<file path="src/rtl/register_bank_pkg.sv">
// Shared types and helpers for the register bank: FSM state encoding and a
// constant-evaluable ceiling-log2 used to size address ports.
package register_bank_pkg;

  typedef enum logic {
    CLEAR = 1'b0,
    IDLE  = 1'b1
  } state_t;

  function automatic int clog2(input int value);
    int result;
    int v;
    result = 0;
    v      = value - 1;
    while (v > 0) begin
      result = result + 1;
      v      = v >> 1;
    end
    return result;
  endfunction

endpackage

</file>
<file path="src/rtl/register_bank_rdport.sv">
// One registered read port: address mux over the bank, write-first forwarding
// of a same-edge write, and the output data/valid registers.
module register_bank_rdport
  import register_bank_pkg::*;
#(
  parameter int WIDTH  = 8,
  parameter int DEPTH  = 4,
  parameter int ADDR_W = 2
) (
  input  logic              clk,
  input  logic              i_reset,
  input  logic              i_rd_en,
  input  logic [ADDR_W-1:0] i_rd_addr,
  input  logic              i_wr_fire,
  input  logic [ADDR_W-1:0] i_wr_addr,
  input  logic [WIDTH-1:0]  i_wr_data,
  input  logic [WIDTH-1:0]  i_mem [DEPTH],
  output logic [WIDTH-1:0]  o_rd_data,
  output logic              o_rd_valid
);

  logic [WIDTH-1:0] w_rd_word;

  // A write landing on the same edge wins over the stale array contents.
  always_comb begin
    w_rd_word = i_mem[i_rd_addr];
    if (i_wr_fire && (i_wr_addr == i_rd_addr)) begin
      w_rd_word = i_wr_data;
    end
  end

  always_ff @(posedge clk) begin
    if (!i_reset) begin
      o_rd_data  <= '0;
      o_rd_valid <= 1'b0;
    end else begin
      o_rd_valid <= i_rd_en;
      if (i_rd_en) begin
        o_rd_data <= w_rd_word;
      end
    end
  end

endmodule

</file>
<file path="src/rtl/register_bank.sv">
// Register bank with one write port, two registered read ports and a
// DEPTH-cycle clearing sweep that runs after reset or on clear_req.
module register_bank
  import register_bank_pkg::*;
#(
  parameter  int WIDTH  = 8,
  parameter  int DEPTH  = 4,
  localparam int ADDR_W = clog2(DEPTH)
) (
  input  logic              clk,
  input  logic              reset,
  input  logic              wr_valid,
  output logic              wr_ready,
  input  logic [ADDR_W-1:0] wr_addr,
  input  logic [WIDTH-1:0]  wr_data,
  input  logic              clear_req,
  input  logic              rd_en_a,
  input  logic [ADDR_W-1:0] rd_addr_a,
  output logic [WIDTH-1:0]  rd_data_a,
  output logic              rd_valid_a,
  input  logic              rd_en_b,
  input  logic [ADDR_W-1:0] rd_addr_b,
  output logic [WIDTH-1:0]  rd_data_b,
  output logic              rd_valid_b,
  output logic              busy
);

  state_t            r_state;
  logic [ADDR_W-1:0] r_cnt;
  logic [WIDTH-1:0]  r_mem [DEPTH];

  logic w_idle;
  logic w_wr_fire;
  logic w_rd_en_a;
  logic w_rd_en_b;

  assign w_idle    = (r_state == IDLE);
  assign busy      = (r_state == CLEAR);
  assign wr_ready  = w_idle;
  assign w_wr_fire = wr_valid && w_idle;
  assign w_rd_en_a = rd_en_a && w_idle;
  assign w_rd_en_b = rd_en_b && w_idle;

  always_ff @(posedge clk) begin
    if (!reset) begin
      r_state <= CLEAR;
      r_cnt   <= '0;
    end else begin
      unique case (r_state)
        CLEAR: begin
          if (r_cnt == ADDR_W'(DEPTH - 1)) begin
            r_state <= IDLE;
          end else begin
            r_cnt <= r_cnt + ADDR_W'(1);
          end
        end
        IDLE: begin
          if (clear_req) begin
            r_state <= CLEAR;
            r_cnt   <= '0;
          end
        end
        default: r_state <= CLEAR;
      endcase
    end
  end

  // Contents have no reset; the sweep that follows reset zeroes them.
  always_ff @(posedge clk) begin
    if (reset) begin
      if (r_state == CLEAR) begin
        r_mem[r_cnt] <= '0;
      end else if (w_wr_fire) begin
        r_mem[wr_addr] <= wr_data;
      end
    end
  end

  register_bank_rdport #(
    .WIDTH  (WIDTH),
    .DEPTH  (DEPTH),
    .ADDR_W (ADDR_W)
  ) u_rdport_a (
    .clk        (clk),
    .i_reset    (reset),
    .i_rd_en    (w_rd_en_a),
    .i_rd_addr  (rd_addr_a),
    .i_wr_fire  (w_wr_fire),
    .i_wr_addr  (wr_addr),
    .i_wr_data  (wr_data),
    .i_mem      (r_mem),
    .o_rd_data  (rd_data_a),
    .o_rd_valid (rd_valid_a)
  );

  register_bank_rdport #(
    .WIDTH  (WIDTH),
    .DEPTH  (DEPTH),
    .ADDR_W (ADDR_W)
  ) u_rdport_b (
    .clk        (clk),
    .i_reset    (reset),
    .i_rd_en    (w_rd_en_b),
    .i_rd_addr  (rd_addr_b),
    .i_wr_fire  (w_wr_fire),
    .i_wr_addr  (wr_addr),
    .i_wr_data  (wr_data),
    .i_mem      (r_mem),
    .o_rd_data  (rd_data_b),
    .o_rd_valid (rd_valid_b)
  );

endmodule

</file>
<file path="config.mk">
export PLATFORM = sky130hd
export DESIGN_NAME = register_bank
export DESIGN_NICKNAME = d
export VERILOG_FILES = /design/src/rtl/register_bank_pkg.sv /design/src/rtl/register_bank_rdport.sv /design/src/rtl/register_bank.sv
export SDC_FILE = /design/constraint.sdc
export NUM_CORES = 1
export LEC_CHECK = 0
export CORE_ASPECT_RATIO = 0.8
export CORE_UTILIZATION = 45
export CTS_CLUSTER_DIAMETER = 50
export DETAILED_ROUTE_END_ITERATION = 12
export GPL_ROUTABILITY_DRIVEN = 0
export HOLD_SLACK_MARGIN = 0.06
export PLACE_DENSITY_LB_ADDON = 0.05
export SYNTH_ARGS = -nofsm -noshare
export SYNTH_HDL_FRONTEND = slang
export SYNTH_SLANG_ARGS = --single-unit
</file>
<file path="constraint.sdc">
create_clock -name clk -period 1.93 [get_ports clk]
set_input_delay 0.4825 -clock clk [delete_from_list [all_inputs] [get_ports clk]]
set_output_delay 0.4825 -clock clk [all_outputs]
set_load 0.02 [all_outputs]
</file>
==> out/metrics.yaml <==
timing:
  setup-tns-final_ps: 0
  worstMarginPinSlew_ps: 465
  clock_skew_ps: 6.71
  worst_slack_ps: 64.7
  fin_hold_ws_ps: 476
  relSlewSlack_pct: 68.6
  period_share_pct: 96.6
  hold_violations: 0
  grt_setup_unrepaired: "no"
  slew_violations: 0
  finalSetupViolations: 0
  layout_min_cycle_time_ps: 1870
  timing.fmax_mhz: 536
clock_network:
  cts_max_path_buffers: 2
  clk_root_buffer_cell: "clkbuf_8"
  cts.sinks: 53
  post_cts_buffers: 0
  cts_hold_buf: 0
  clk-insertion-delay-late_ps: 320
  cts_tree: "yes"
  clkTransAtPathRegs_ps: 100
  htreeDepth: 2
  numCtsBuffers: 5
final_layout:
  layout.nets: 357
  fillers: 539
  areaGrowthSynthToFinish_pct: 26.9
  final_cell_mix: "nand2_1, clkdlybuf4s50_1, inv_1"
  drive_above_1_share_pct: 26.0
  fin_util_pct: 60.5
  n_antenna_cell: 0
  final_common_cell: "nand2_1"
worst_setup_path:
  endpoint: "u_rdport_a.o_rd_data[7]"
  reg2reg_from: "wr_ready"
  timing_worst_setup_path_type: "in2reg"
  ff2ff_setup_slack_ps: 430
  r2r_cells: 3
  r2r_end: "r_mem[6]"
  endpoint_kind: "flop"
  worstSetupStartpointType: "input pin"
  cp-startpoint: "rd_addr_a[1]"
  cp.arrival_ps: 2080
  crit_fanout: 9
  cp.required_ps: 2140
floorplan:
  rows: 26
  die_x_um: 94.8
  dieArea_um2: 7230
  coreArea_um2: 6510
  initial_core_util_pct: 47.7
  pin_count: 40
  fp.dieH_um: 76.3
route:
  drtIter0Drc: 256
  ant_nets: 0
  first_pass_iters: 4
  drc: 0
  wirelength_um: 8460
  num_vias: 2488
  wire_per_inst_um: 20.2
  avgViaCountPerCell: 5.95
global_route:
  grtUsageTotal_pct: 25.3
  grt_pass1_wl_um: 13300
  grt_pass1_vias: 2233
  antenna_found_initial: 0
  gr-total-overflow: 0
  grt_start_max_net_pins: 42
pwr:
  switching_share_pct: 34.3
  p_leak_nw: 1.47
  clkPwrFrac_pct: 18.7
  total_power_w: 0.00365
  comb_power_share_pct: 32.6
  internal_power_w: 0.00240
  seqPwrFrac_pct: 48.6
  switching_power_w: 0.00125
  irDropWorstVdd_v: 0.000543
  powerDensity_nw_per_um2: 928
synth:
  synthesis.nets: 298
  syn_area_per_cell_um2: 11.3
  synth_edf_count: 32
  synth_flop_cell: "edfxtp_1"
  yosysSeqAreaShare_pct: 44.5
  synthCells: 274
  synth.cell_area_um2: 3100
  yosys_warnings: 0
  synthArstFlopShare_pct: 0
  synth_cell_type_count: 30
  ys_ff_latch: 53
job:
  max_cap_violations: 0
place:
  hpwl_um: 6390
  place_ws_ps: -245
  port_buffers: 39
min_path:
  hold_class: "reg2reg"
outcome:
  status: "complete, no violations"
## cell families after synthesis
logic type / share of synthesized area, %
compound gates: 21.6
xor+xnor: 2.22
fa+ha+maj: 1.61
buf+inv: 9.44
flops: 44.5
mux: 11.6
simple gates: 9.00
## Yosys cell counts (2+ instances only)
| library cell | count | area share, % |
|---|---|---|
| edfxtp_1 | 32 | 31 |
| o211ai_2 | 16 | 6.5 |
| and3_1 | 2 | 0.40 |
| a21boi_0 | 5 | 1.2 |
| o32ai_1 | 31 | 8.8 |
| nand3b_1 | 2 | 0.48 |
| buf_1 | 2 | 0.24 |
| xor2_2 | 2 | 1.0 |
| inv_1 | 35 | 4.2 |
| ha_1 | 4 | 1.6 |
| buf_2 | 6 | 0.97 |
| o311ai_0 | 15 | 4.2 |
| buf_6 | 7 | 2.5 |
| mux4_2 | 16 | 12 |
| clkbuf_1 | 12 | 1.5 |
| and2_1 | 3 | 0.61 |
| o21ai_0 | 4 | 0.65 |
| nand2_1 | 46 | 5.6 |
| nor2_1 | 3 | 0.36 |
| dfxtp_1 | 21 | 14 |
## final cells by class
cell class	count	area [µm²]	area share [%]
inverter	35	131	3.34
sequential	53	1380	35.1
clock buffer	5	68.8	1.75
clock inverter	3	26.3	0.668
timing repair buffer	79	793	20.2
multi-input combinational	159	1430	36.3
tap	84	105	2.67
## routing by layer
layer  up-vias  GRT usage (%)  wire (µm)
met5         -              0          0
met4         0           6.82        153
met3        13           5.49        907
met2       147           33.3       3550
met1      1172           41.0       3850
li1       1156              -          -
## state kept, by name (all words and copies together), names as in the netlist
signal                 cells
u_rdport_b.o_rd_data       8
u_rdport_a.o_rd_data       8
wr_ready                   1
u_rdport_b.o_rd_valid      1
r_mem                     32
u_rdport_a.o_rd_valid      1
r_cnt                      2
## metrics by stage
| step | instances | cell area (µm²) |
|---|---|---|
| floorplan | 274 | 3100 |
| global placement | 410 | 3840 |
| detailed placement | 410 | 3840 |
| CTS | 418 | 3930 |
| global route | 418 | 3940 |
| finish | 418 | 3940 |
## critical path: stages
cell	delay [ps]
clkdlybuf4s50_1	510
buf_4	190
xor2_1	190
o311ai_0	440
buf_4	190
o211ai_2	70
## worst min-delay path by stage
stage / start / endpoint / slack, ps / cells past startpoint
floorplan: r_cnt[0] / r_cnt[0] / 500 / 2
global placement: u_rdport_b.o_rd_data[1] / u_rdport_b.o_rd_data[1] / 450 / 2
detailed placement: u_rdport_a.o_rd_data[1] / u_rdport_a.o_rd_data[1] / 450 / 2
CTS: u_rdport_a.o_rd_data[1] / u_rdport_a.o_rd_data[1] / 480 / 2
global route: u_rdport_a.o_rd_data[1] / u_rdport_a.o_rd_data[1] / 500 / 2
finish: u_rdport_a.o_rd_data[5] / u_rdport_a.o_rd_data[5] / 480 / 2
## timing repair
action	CTS	global route
pin swaps	0	0
setup endpoints to repair	2	1
gates resized for setup	1	1
## power by group through the flow
stage	logic, W	registers (W)	clock network (W)
finish	0.00119	0.00178	0.000684
global route	0.00130	0.00180	0.000745
CTS	0.00119	0.00177	0.000693
detailed placement	0.00118	0.00179	0
global placement	0.00116	0.00178	0
floorplan	0.000778	0.00169	0
Note: power is estimated with default switching activity, not from simulation.
